**src/rtl/phase_detector_bb.sv**
```systemverilog
// phase_detector_bb: bang-bang/linear phase-frequency detector for the ADPLL.
// Measures signed edge delay in fpga_clk_i cycles, with slip and lock flags.
module phase_detector_bb #(
    parameter int WIDTH       = 20,
    parameter int SYNC_STAGES = 2,
    parameter int LOCK_TOL    = 2,
    parameter int LOCK_COUNT  = 8
) (
    input  logic                    fpga_clk_i,
    input  logic                    reset_i,
    input  logic                    reference_i,
    input  logic                    generated_i,
    output logic signed [WIDTH-1:0] pd_clock_cycles_o,
    output logic                    pd_valid_o,
    output logic                    slip_o,
    output logic                    lock_o
);

    localparam int LW = $clog2(LOCK_COUNT + 1);
    localparam logic [WIDTH-1:0] MAX  = {1'b0, {(WIDTH-1){1'b1}}};
    localparam logic [WIDTH-1:0] TOL  = WIDTH'(LOCK_TOL);
    localparam logic [LW-1:0]    LCNT = LW'(LOCK_COUNT);

    typedef enum logic [1:0] {
        IDLE,
        REF_LEAD,
        GEN_LEAD
    } state_t;

    logic [SYNC_STAGES-1:0] ref_sync;
    logic [SYNC_STAGES-1:0] gen_sync;
    logic                   ref_dly;
    logic                   gen_dly;
    logic                   ref_e;
    logic                   gen_e;

    state_t           state;
    state_t           state_n;
    logic [WIDTH-1:0] count;
    logic [WIDTH-1:0] count_n;
    logic [WIDTH-1:0] count_inc;
    logic [WIDTH-1:0] emit_v;
    logic [WIDTH-1:0] mag;
    logic             emit;
    logic             slip_n;
    logic [LW-1:0]    lock_cnt;
    logic [LW-1:0]    lock_cnt_n;

    // Input synchronisers plus one delay flop for rising-edge detection.
    always_ff @(posedge fpga_clk_i) begin
        if (!reset_i) begin
            ref_sync <= '0;
            gen_sync <= '0;
            ref_dly  <= 1'b0;
            gen_dly  <= 1'b0;
        end else begin
            ref_sync <= {ref_sync[SYNC_STAGES-2:0], reference_i};
            gen_sync <= {gen_sync[SYNC_STAGES-2:0], generated_i};
            ref_dly  <= ref_sync[SYNC_STAGES-1];
            gen_dly  <= gen_sync[SYNC_STAGES-1];
        end
    end

    assign ref_e = ref_sync[SYNC_STAGES-1] & ~ref_dly;
    assign gen_e = gen_sync[SYNC_STAGES-1] & ~gen_dly;

    assign count_inc = (count == MAX) ? count : count + WIDTH'(1);

    // Measurement FSM: window open/close, emitted value and slip detection.
    always_comb begin
        state_n = state;
        count_n = count;
        emit    = 1'b0;
        emit_v  = '0;
        mag     = '0;
        slip_n  = 1'b0;
        case (state)
            IDLE: begin
                if (ref_e && gen_e) begin
                    emit = 1'b1;
                end else if (ref_e) begin
                    state_n = REF_LEAD;
                    count_n = WIDTH'(1);
                end else if (gen_e) begin
                    state_n = GEN_LEAD;
                    count_n = WIDTH'(1);
                end
            end
            REF_LEAD: begin
                if (gen_e) begin
                    emit   = 1'b1;
                    emit_v = count;
                    mag    = count;
                    if (ref_e) begin
                        count_n = WIDTH'(1);
                    end else begin
                        state_n = IDLE;
                        count_n = '0;
                    end
                end else if (ref_e) begin
                    emit    = 1'b1;
                    emit_v  = MAX;
                    mag     = MAX;
                    slip_n  = 1'b1;
                    count_n = WIDTH'(1);
                end else begin
                    count_n = count_inc;
                end
            end
            GEN_LEAD: begin
                if (ref_e) begin
                    emit   = 1'b1;
                    emit_v = '0 - count;
                    mag    = count;
                    if (gen_e) begin
                        count_n = WIDTH'(1);
                    end else begin
                        state_n = IDLE;
                        count_n = '0;
                    end
                end else if (gen_e) begin
                    emit    = 1'b1;
                    emit_v  = '0 - MAX;
                    mag     = MAX;
                    slip_n  = 1'b1;
                    count_n = WIDTH'(1);
                end else begin
                    count_n = count_inc;
                end
            end
            default: begin
                state_n = IDLE;
                count_n = '0;
            end
        endcase
    end

    // Lock qualifier: consecutive in-tolerance, slip-free measurements.
    always_comb begin
        lock_cnt_n = lock_cnt;
        if (emit) begin
            if (!slip_n && (mag <= TOL)) begin
                lock_cnt_n = (lock_cnt == LCNT) ? lock_cnt
                                                : lock_cnt + LW'(1);
            end else begin
                lock_cnt_n = '0;
            end
        end
    end

    // State, counters and registered outputs.
    always_ff @(posedge fpga_clk_i) begin
        if (!reset_i) begin
            state             <= IDLE;
            count             <= '0;
            lock_cnt          <= '0;
            pd_clock_cycles_o <= '0;
            pd_valid_o        <= 1'b0;
            slip_o            <= 1'b0;
        end else begin
            state      <= state_n;
            count      <= count_n;
            lock_cnt   <= lock_cnt_n;
            pd_valid_o <= emit;
            slip_o     <= slip_n;
            if (emit) begin
                pd_clock_cycles_o <= emit_v;
            end
        end
    end

    assign lock_o = (lock_cnt == LCNT);

endmodule

```
**config.mk**
```make
export PLATFORM = sky130hd
export DESIGN_NAME = phase_detector_bb
export DESIGN_NICKNAME = d
export VERILOG_FILES = /design/src/rtl/phase_detector_bb.sv
export SDC_FILE = /design/constraint.sdc
export NUM_CORES = 1
export LEC_CHECK = 0
export CELL_PAD_IN_SITES_DETAIL_PLACEMENT = 0
export CELL_PAD_IN_SITES_GLOBAL_PLACEMENT = 1
export CORE_MARGIN = 2
export CORE_UTILIZATION = 45
export CTS_BUF_LIST = sky130_fd_sc_hd__clkbuf_4 sky130_fd_sc_hd__clkbuf_8 sky130_fd_sc_hd__clkbuf_16
export CTS_CLUSTER_SIZE = 14
export DETAILED_ROUTE_END_ITERATION = 8
export PLACE_DENSITY = 0.95
export SETUP_SLACK_MARGIN = 0.5
export SYNTH_ARGS = -nofsm -noshare
export SYNTH_HDL_FRONTEND = slang
export SYNTH_SLANG_ARGS = --single-unit
```
**constraint.sdc**
```tcl
create_clock -name fpga_clk_i -period 4.75 [get_ports fpga_clk_i]
set_input_delay 0.95 -clock fpga_clk_i [delete_from_list [all_inputs] [get_ports fpga_clk_i]]
set_output_delay 0.95 -clock fpga_clk_i [all_outputs]
set_load 0.01 [all_outputs]
```
==> results of run 1 <==
==> flip-flops by register name, indices dropped and copies added, names as in the netlist <==
name,count
count,20
pd_valid_o,1
ref_dly,1
state,2
lock_cnt,4
pd_clock_cycles_o,20
slip_o,1
gen_sync,2
gen_dly,1
ref_sync,2
==> stage by stage <==
stage | hold slack, ns | total power, mW | cell area, um2 | util, %
after detailed placement | 0.4248 | 0.6990 | 3388 | 49.87
after global routing | 0.4652 | 1.010 | 3483 | 51.27
final | 0.4423 | 0.9582 | 3483 | 51.27
after global placement | 0.4141 | 0.6944 | 3388 | 49.87
after floorplan | 0.4119 | 0.6604 | 3163 | -
after CTS | 0.4476 | 0.9642 | 3483 | 51.27
==> cell families after synthesis <==
kind of cell	after synthesis
AND/OR/NAND/NOR	186
AO/OA/AOI/OAI	97
flip-flops	54
buffers and inverters	47
XOR/XNOR	22
adder cells (fa/ha/maj)	8
multiplexers	3
==> worst max-delay path by stage <==
| stage | startpoint | to | slack, ns | depth (start not counted) |
|---|---|---|---|---|
| floorplan | state[0] | pd_clock_cycles_o[2] | 2.55 | 9 |
| global placement | reset_i | count[18] | 1.90 | 5 |
| detailed placement | reset_i | count[17] | 1.83 | 3 |
| CTS | count[8] | count[7] | 1.96 | 6 |
| global route | gen_sync[1] | pd_clock_cycles_o[12] | 1.65 | 6 |
| finish | gen_sync[1] | pd_clock_cycles_o[17] | 1.96 | 6 |
==> routing by layer <==
layer	share of wire [%]	wire length, um	global-route usage, %	vias up
met1	47	3627	28.51	1395
met3	4.6	354	3.393	9
met5	0	0	0	-
li1	-	-	-	1474
met2	47	3654	34.09	91
met4	1.5	116	6.993	0
==> cell type report <==
cell class              count  share of cell area [%]
repair buffers             27                   7.687
multi-input cells         316                   54.24
inverters                   8                  0.8621
clock inverters             1                  0.1437
flip-flops and latches     54                   31.03
well taps                  96                   3.448
clock buffers               7                   2.586
==> placed cells by master, fill, tap and decap left out, types with 3 or more instances in the layout <==
| cell | synthesis | final |
|---|---|---|
| a21oi_1 | 29 | 29 |
| a222oi_1 | 3 | 3 |
| a22oi_1 | 3 | 3 |
| a31oi_1 | 4 | 4 |
| and2_1 | 10 | 10 |
| and3_1 | 7 | 7 |
| clkbuf_8 | 0 | 6 |
| clkdlybuf4s50_1 | 0 | 26 |
| dfxtp_1 | 54 | 54 |
| ha_1 | 8 | 8 |
| inv_1 | 8 | 8 |
| nand2_1 | 46 | 46 |
| nand3_1 | 21 | 21 |
| nand3b_1 | 3 | 3 |
| nand4_1 | 13 | 13 |
| nand4b_1 | 3 | 3 |
| nor2_1 | 41 | 41 |
| nor2b_1 | 5 | 5 |
| nor3_1 | 13 | 13 |
| nor4_1 | 4 | 4 |
| o21ai_0 | 28 | 28 |
| o311ai_0 | 6 | 6 |
| o31ai_1 | 4 | 4 |
| or4_1 | 3 | 3 |
| xnor2_1 | 7 | 7 |
| xor2_1 | 15 | 15 |
==> power by group <==
group	total, mW	leakage (nW)	switching (mW)	internal, mW
combinational	0.214	0.736	0.138	0.0766
clock	0.267	0.0517	0.143	0.124
sequential	0.477	0.437	0.0133	0.464
==> flow_summary.ini, run 1 <==
[worst_hold_path]
min_path_cells = 1
worstHoldStart = gen_sync[0]
hold_class = flop to flop
whs_endpoint = gen_sync[1]

[logic_synthesis]
synthCells = 417
ys_types = 56
synth_seq_cells = 54
yosysWarnings = 0
synth_ff_type = dfxtp_1
synth-compound-area-share_pct = 19.11
synth_xor_area_share_pct = 6.092
yosysMostFrequentCell = dfxtp_1
ys_seq_area_share_pct = 34.18
yosysTopAreaCell = dfxtp_1
yosys-top-cells-area = dfxtp_1 (34%), nand2_1 (5.5%), nor2_1 (4.9%)
synth_edf_count = 0
synth_top_family_by_area = simple AND/OR/NAND/NOR gates
synth-async-reset-ratio_pct = 0
syn_avg_cell_area_um2 = 7.585
synth_nets = 429
synth_fa_ha_area_share_pct = 3.165
syn_area_um2 = 3163
synth_top_area_share_pct = 34.18
yosys.area_share.simple_pct = 30.38
muxShareOfSynthArea_pct = 0.9889
synth_common_cells = dfxtp_1 (54), nand2_1 (46), nor2_1 (41), clkbuf_1 (31), a21oi_1 (29)

[finish]
areaGrowthSynthToFinish_pct = 10.13
multi_input_area_um2 = 1889
antenna_cells = 0
fillCellCount = 654
finalNetCount = 424
drive_gt1_share_pct = 4.358
layout.cells.non_filler = 509
regArea_um2 = 1081

[global_routing]
grt_max_degree = 27
grt_pass1_vias = 2655
grt_pass1_wl_um = 13000
grtUsageTotal_pct = 21.02
grt_overflow = 0
antenna_found_initial = 0

[drt]
first_iter_violations = 268
wl_per_cell_um = 15.23
wl_um = 7753
drc = 0
dr.pass1.iters = 5
vias_per_cell = 5.833
detail-route-antenna-nets = 0
vias = 2969

[die]
start_util_pct = 46.56
die-width_um = 87.84
core_area_um2 = 6794
die_h_um = 87.84
dieArea_um2 = 7716
num_rows = 30
io_pins = 27

[setup_path]
worst_path_largest_cell_delay_ns = 0.65
worst_ep_arrival_time_ns = 3.01
startpoint_type = flop
crit_top_cell = o21ai_0
slowest_stage = a21oi_1
r2r-start = gen_sync[1]
end_kind = flop
worstSetupPathType = flop to flop
r2r_setup_slack_ns = 1.96
reg2regPathDepth = 6
cp_max_fo = 12
critPathRequiredTime_ns = 4.97
cp_top_family = simple AND/OR/NAND/NOR gates
r2r_end = pd_clock_cycles_o[17]
cp_num_buf_inv = 0
path_cells = nor2b_1, o21ai_0, a21oi_1, and2_1, nand2_1, o21ai_0

[placement]
placedCellCount = 501
dp_slack_ns = 1.829
place_congestion = 0.8680
io_buffers = 26
hpwl_um = 5549

[timing]
timing.fmax_mhz = 358.6
worst_pin_slew_ns = 1.072
setup_ws_ns = 1.961
slew_violations = 0
maxSlewHeadroom_pct = 28.05
min_period_ns = 2.789
fin_skew_ns = 0.004008
period_share_pct = 58.71
finalHoldViolations = 0
setup-tns-final_ns = 0
setup_violations = 0
rsz0062_at_grt = false

[clock_tree]
cts_setup_buffers = 0
clock_path_buffers = 2
cts-root-buf = clkbuf_8
clock-sinks = 54
ctsHoldBuffers = 0
cts_buffers = 5
cts_resized = 0
clk_pin_slew_ns = 0.09
cts_tree = yes
clk_latency_ns = 0.30
htree_levels = 2

[power_and_ir_drop]
p_leak_nw = 1.225
peakVddDrop_uv = 166.8
powerDensity_nw_per_um2 = 275.1

[status]
status = completed

[run]
drv_cap = 0
Power figures use the tool's default switching activity.
==> run 2, diff against run 1 <==
--- a/config.mk
+++ b/config.mk
@@ -8,11 +8,11 @@
 export CELL_PAD_IN_SITES_DETAIL_PLACEMENT = 0
 export CELL_PAD_IN_SITES_GLOBAL_PLACEMENT = 1
 export CORE_MARGIN = 2
-export CORE_UTILIZATION = 45
+export CORE_UTILIZATION = 39
 export CTS_BUF_LIST = sky130_fd_sc_hd__clkbuf_4 sky130_fd_sc_hd__clkbuf_8 sky130_fd_sc_hd__clkbuf_16
 export CTS_CLUSTER_SIZE = 14
 export DETAILED_ROUTE_END_ITERATION = 8
-export PLACE_DENSITY = 0.95
+export PLACE_DENSITY = 0.89
 export SETUP_SLACK_MARGIN = 0.5
 export SYNTH_ARGS = -nofsm -noshare
 export SYNTH_HDL_FRONTEND = slang
==> constraint.sdc (replaced) <==
create_clock -name fpga_clk_i -period 2.31 [get_ports fpga_clk_i]
set_input_delay 0.462 -clock fpga_clk_i [delete_from_list [all_inputs] [get_ports fpga_clk_i]]
set_output_delay 0.462 -clock fpga_clk_i [all_outputs]
set_load 0.01 [all_outputs]
==> run 2 against run 1 <==
Effect of this change: cell area is 30% higher; critical path depth stayed put; sequential share of layout area decreased by 6.2 points; power up 140%; critical path type unchanged; largest cell class unchanged.
==> flow_summary.ini, run 2 (synthesis gave the netlist of run 1 again) <==
[die]
io_pins = 27
num_rows = 32
die-width_um = 94.06
core_area_um2 = 7807
start_util_pct = 40.51
die_h_um = 94.06
dieArea_um2 = 8846

[placement]
placedCellCount = 538
dp_slack_ns = 0.1723
io_buffers = 26
place_congestion = 0.9459
hpwl_um = 6308
dpl_cell_area_um2 = 3700

[clock_tree]
clock_path_buffers = 2
clk_latency_ns = 0.31
clock-sinks = 54
cts_buffers = 5
htree_levels = 2
cts_tree = yes
cts-root-buf = clkbuf_8
clk_pin_slew_ns = 0.10

[drt]
wl_per_cell_um = 16.28
dr.pass1.iters = 5
detail-route-antenna-nets = 0
wl_um = 9624
drc = 0
vias = 3378
first_iter_violations = 179
vias_per_cell = 5.716

[power_and_ir_drop]
p_leak_nw = 1.730
peakVddDrop_uv = 339.7
powerDensity_nw_per_um2 = 504.2

[finish]
areaGrowthSynthToFinish_pct = 42.68
drive_gt1_share_pct = 34.97
antenna_cells = 0
fin_util_pct = 57.80
design_area_um2 = 4513
largestRegisters = count: 20 flops, pd_clock_cycles_o: 20 flops, lock_cnt: 4 flops
layout.cells.non_filler = 591
most-common-layout-cells = buf_4 (67), nand2_1 (41), dfxtp_1 (39)
finalNetCount = 500
layout_commonest_cell = buf_4

[timing]
setup-tns-final_ns = 0
slew_violations = 0
setup_violations = 0
rsz0062_at_grt = true
finalHoldViolations = 0
maxSlewHeadroom_pct = 72.17
setup_ws_ns = 0.2594
period_share_pct = 88.77
timing.fmax_mhz = 487.7
fin_skew_ns = 0.01095
worst_pin_slew_ns = 0.4140
min_period_ns = 2.051

[setup_path]
r2r-start = count[1]
critPathRequiredTime_ns = 2.52
startpoint_type = flop
worstSetupPathType = flop to flop
slowest_stage = or4_4
path_cells = or4_4, or3b_4, nor4_4, xnor2_1, a21oi_1, o21ai_1
reg2regPathDepth = 6
worst_ep_arrival_time_ns = 2.26
worst_path_largest_cell_delay_ns = 0.56
end_kind = flop
cp_max_fo = 6
critical_path.startpoint = count[1]

[global_routing]
antenna_found_initial = 0
grt_overflow = 0
grt_pass1_wl_um = 14970
grt_pass1_vias = 3070
grtUsageTotal_pct = 21.29
grt_max_degree = 20

[status]
status = completed

[run]
drv_cap = 0

[worst_hold_path]
min_path_cells = 1
hold_class = flop to flop
worstHoldStart = ref_sync[0]
## run 2: per-stage QoR
stage	power, mW	hold slack, ns
after floorplan	1.417	0.4119
after global placement	1.505	0.4128
after detailed placement	1.512	0.4259
after CTS	2.169	0.4497
after global routing	2.389	0.4827
final	2.276	0.4440
## run 2: worst max-delay path, delay by kind of cell (launching register included)
family	cells	cell delay, ns
AOI/OAI and AO/OA	2	0.20
xor gates and xnor gates	1	0.10
DFF	1	0.37
and+or+nand+nor	3	1.27
## run 2: timing repair
action,4_1_cts,5_1_grt
buffers inserted,24,20
gates resized for setup,59,57
gates cloned,0,1
pin swaps,26,20
endpoints found under the setup margin,41,45
hold buffers,0,0
## run 2: final timing paths
| check | slack [ns] | to |
|---|---|---|
| setup reg to reg | 0.26 | pd_clock_cycles_o[15] |
| setup / recovery | 0.26 | pd_clock_cycles_o[15] |
| hold / removal | 0.44 | ref_sync[1] |
| hold reg to reg | 0.44 | ref_sync[1] |
## run 2: layer usage
| layer | vias to the layer above | wire length [um] | part of all wire [%] | global-route usage, % |
|---|---|---|---|---|
| li1 | 1634 | - | - | - |
| met1 | 1584 | 4191 | 44 | 26.97 |
| met2 | 134 | 4703 | 49 | 35.77 |
| met3 | 26 | 499 | 5.2 | 3.933 |
| met4 | 0 | 229 | 2.4 | 8.213 |
| met5 | - | 0 | 0 | 0 |
## run 2: final cells by class
class,count,area [um2]
tap,102,127.6
multi-input combinational,316,2275
timing repair buffer,103,858.3
clock inverter,1,5.005
clock buffer,7,90.09
fill,676,3294
inverter,8,35.03
sequential,54,1122
## run 2: where the power goes
part	switching, mW	leakage, nW	internal, mW
Clock	0.313	0.0517	0.255
Sequential	0.0254	0.446	0.950
Combinational	0.383	1.23	0.350
==> run 3, diff against run 2 <==
--- a/config.mk
+++ b/config.mk
@@ -7,7 +7,6 @@
 export LEC_CHECK = 0
 export CELL_PAD_IN_SITES_DETAIL_PLACEMENT = 0
 export CELL_PAD_IN_SITES_GLOBAL_PLACEMENT = 1
-export CORE_MARGIN = 2
 export CORE_UTILIZATION = 39
 export CTS_BUF_LIST = sky130_fd_sc_hd__clkbuf_4 sky130_fd_sc_hd__clkbuf_8 sky130_fd_sc_hd__clkbuf_16
 export CTS_CLUSTER_SIZE = 14
==> run 3 against run 2 <==
Effect of this change: non-clock buffer count down 9; sequential cell count unchanged; critical path type unchanged; combinational power down 2%.
==> flow_summary.ini, run 3 (synthesis gave the netlist of run 1 again) <==
[power_and_ir_drop]
peakVddDrop_uv = 264.0
p_leak_nw = 1.675
total_power_mw = 2.255
powerDensity_nw_per_um2 = 510.1

[finish]
most-common-layout-cells = buf_4 (60), nand2_1 (41), dfxtp_1 (37)
areaGrowthSynthToFinish_pct = 39.75
antenna_cells = 0
layout_commonest_cell = buf_4
drive_gt1_share_pct = 33.33
fin_util_pct = 56.91
fillCellCount = 695
design_area_um2 = 4420
finalNetCount = 491
largestRegisters = count: 20 flops, pd_clock_cycles_o: 20 flops, lock_cnt: 4 flops

[setup_path]
cp_max_fo = 6
reg2regPathDepth = 8
path_cells = nor4_1, buf_4, nor2b_2, nand4b_1, o41ai_2, a32oi_1, buf_4, a21oi_1
r2r_setup_slack_ns = 0.26
slowest_stage = dfxtp_2
startpoint_type = flop
critPathRequiredTime_ns = 2.56
worst_path_largest_cell_delay_ns = 0.38
r2r-start = count[5]
r2r_end = lock_cnt[2]
worstSetupPathType = flop to flop
worst_ep_arrival_time_ns = 2.31
end_kind = flop
crit_top_cell = buf_4

[clock_tree]
cts-root-buf = clkbuf_8
clk_pin_slew_ns = 0.10
htree_levels = 2
clock-sinks = 54
clock_path_buffers = 2
ctsHoldBuffers = 0
clk_latency_ns = 0.32
cts_buffers = 5
cts_tree = yes

[drt]
wl_per_cell_um = 16.23
wl_um = 9443
vias = 3318
detail-route-antenna-nets = 0
first_iter_violations = 349
drc = 0
vias_per_cell = 5.701
dr.pass1.iters = 5

[timing]
worst_pin_slew_ns = 0.4778
min_period_ns = 2.054
finalHoldViolations = 0
maxSlewHeadroom_pct = 68.03
slew_violations = 0
setup_ws_ns = 0.2562
fin_skew_ns = 0.006996
rsz0062_at_grt = true
setup_violations = 0
period_share_pct = 88.91
setup-tns-final_ns = 0
timing.fmax_mhz = 486.9

[global_routing]
grt_pass1_wl_um = 14810
grt_overflow = 0
grt_pass1_vias = 3035
grtUsageTotal_pct = 21.80
antenna_found_initial = 0
grt_max_degree = 20

[run]
drv_cap = 0

[die]
core_area_um2 = 7767
die-width_um = 92.06
start_util_pct = 40.72
io_pins = 27
dieArea_um2 = 8474
num_rows = 32
die_h_um = 92.06

[worst_hold_path]
min_path_cells = 1
worstHoldStart = ref_sync[0]
whs_endpoint = ref_sync[1]
hold_class = flop to flop

[status]
status = completed

[placement]
dp_slack_ns = 0.1090
dpl_cell_area_um2 = 3700
io_buffers = 26
place_congestion = 0.8864
hpwl_um = 6203
[run 3: changes by cell type in the layout (fill, tap and decap cells not counted), moves of 2 or more]
| cell | previous run | this run |
|---|---|---|
| buf_4 | 67 | 60 |
| clkbuf_2 | 2 | 0 |
| dfxtp_1 | 39 | 37 |
| dfxtp_2 | 6 | 10 |
| dfxtp_4 | 9 | 7 |
| nor2b_1 | 2 | 0 |
| nor2b_2 | 0 | 2 |
[run 3: worst max-delay path by stage]
stage / from / endpoint / slack (ns) / depth (start not counted)
floorplan: count[3] / pd_clock_cycles_o[13] / 0.27 / 9
global placement: count[1] / pd_clock_cycles_o[16] / 0.17 / 8
detailed placement: count[1] / pd_clock_cycles_o[16] / 0.11 / 8
CTS: count[1] / pd_clock_cycles_o[16] / 0.29 / 8
global route: count[0] / pd_clock_cycles_o[16] / 0.23 / 8
finish: count[5] / lock_cnt[2] / 0.26 / 8
[run 3: repair_timing]
action / in CTS / in global routing
pin swaps: 28 / 25
resized for setup: 50 / 58
cloned: 0 / 0
hold endpoints to repair: 0 / 0
setup buffers: 25 / 11
endpoints found under the setup margin: 42 / 45
[run 3: area by class of cell]
type	count	area [um2]	area share [%]
clock inverter	2	12.51	0.2830
multi-input combinational	316	2242	50.72
inverter	8	35.03	0.7925
sequential	54	1120	25.33
clock buffer	6	82.58	1.868
tap	102	127.6	2.887
timing repair buffer	94	800.8	18.11
[run 3: metal layers]
metal	GRT usage, %	part of all wire, %	vias up
met5	0	0	-
met4	7.682	2.2	0
met3	3.566	5.6	19
met2	36.32	48	127
met1	28.33	45	1567
li1	-	-	1605
[run 3: worst max-delay path, delay by kind of cell (launching register included)]
| kind | cells | cell delay, ns |
|---|---|---|
| compound gates | 3 | 0.54 |
| simple gates | 3 | 0.68 |
| buf+inv | 2 | 0.38 |
| flops | 1 | 0.38 |
[run 3: where the power goes]
part	switching (mW)	total, mW	leakage, nW	internal [mW]
clock network	0.318	0.560	0.0472	0.242
logic	0.381	0.715	1.18	0.334
registers	0.0259	0.980	0.447	0.954
total	0.725	2.26	1.68	1.53
[run 3: stage by stage]
step | hold slack (ns) | cells
global route | 0.4653 | 582
floorplan | 0.4119 | 417
global placement | 0.4131 | 538
detailed placement | 0.4203 | 538
finish | 0.4417 | 582
CTS | 0.4468 | 571
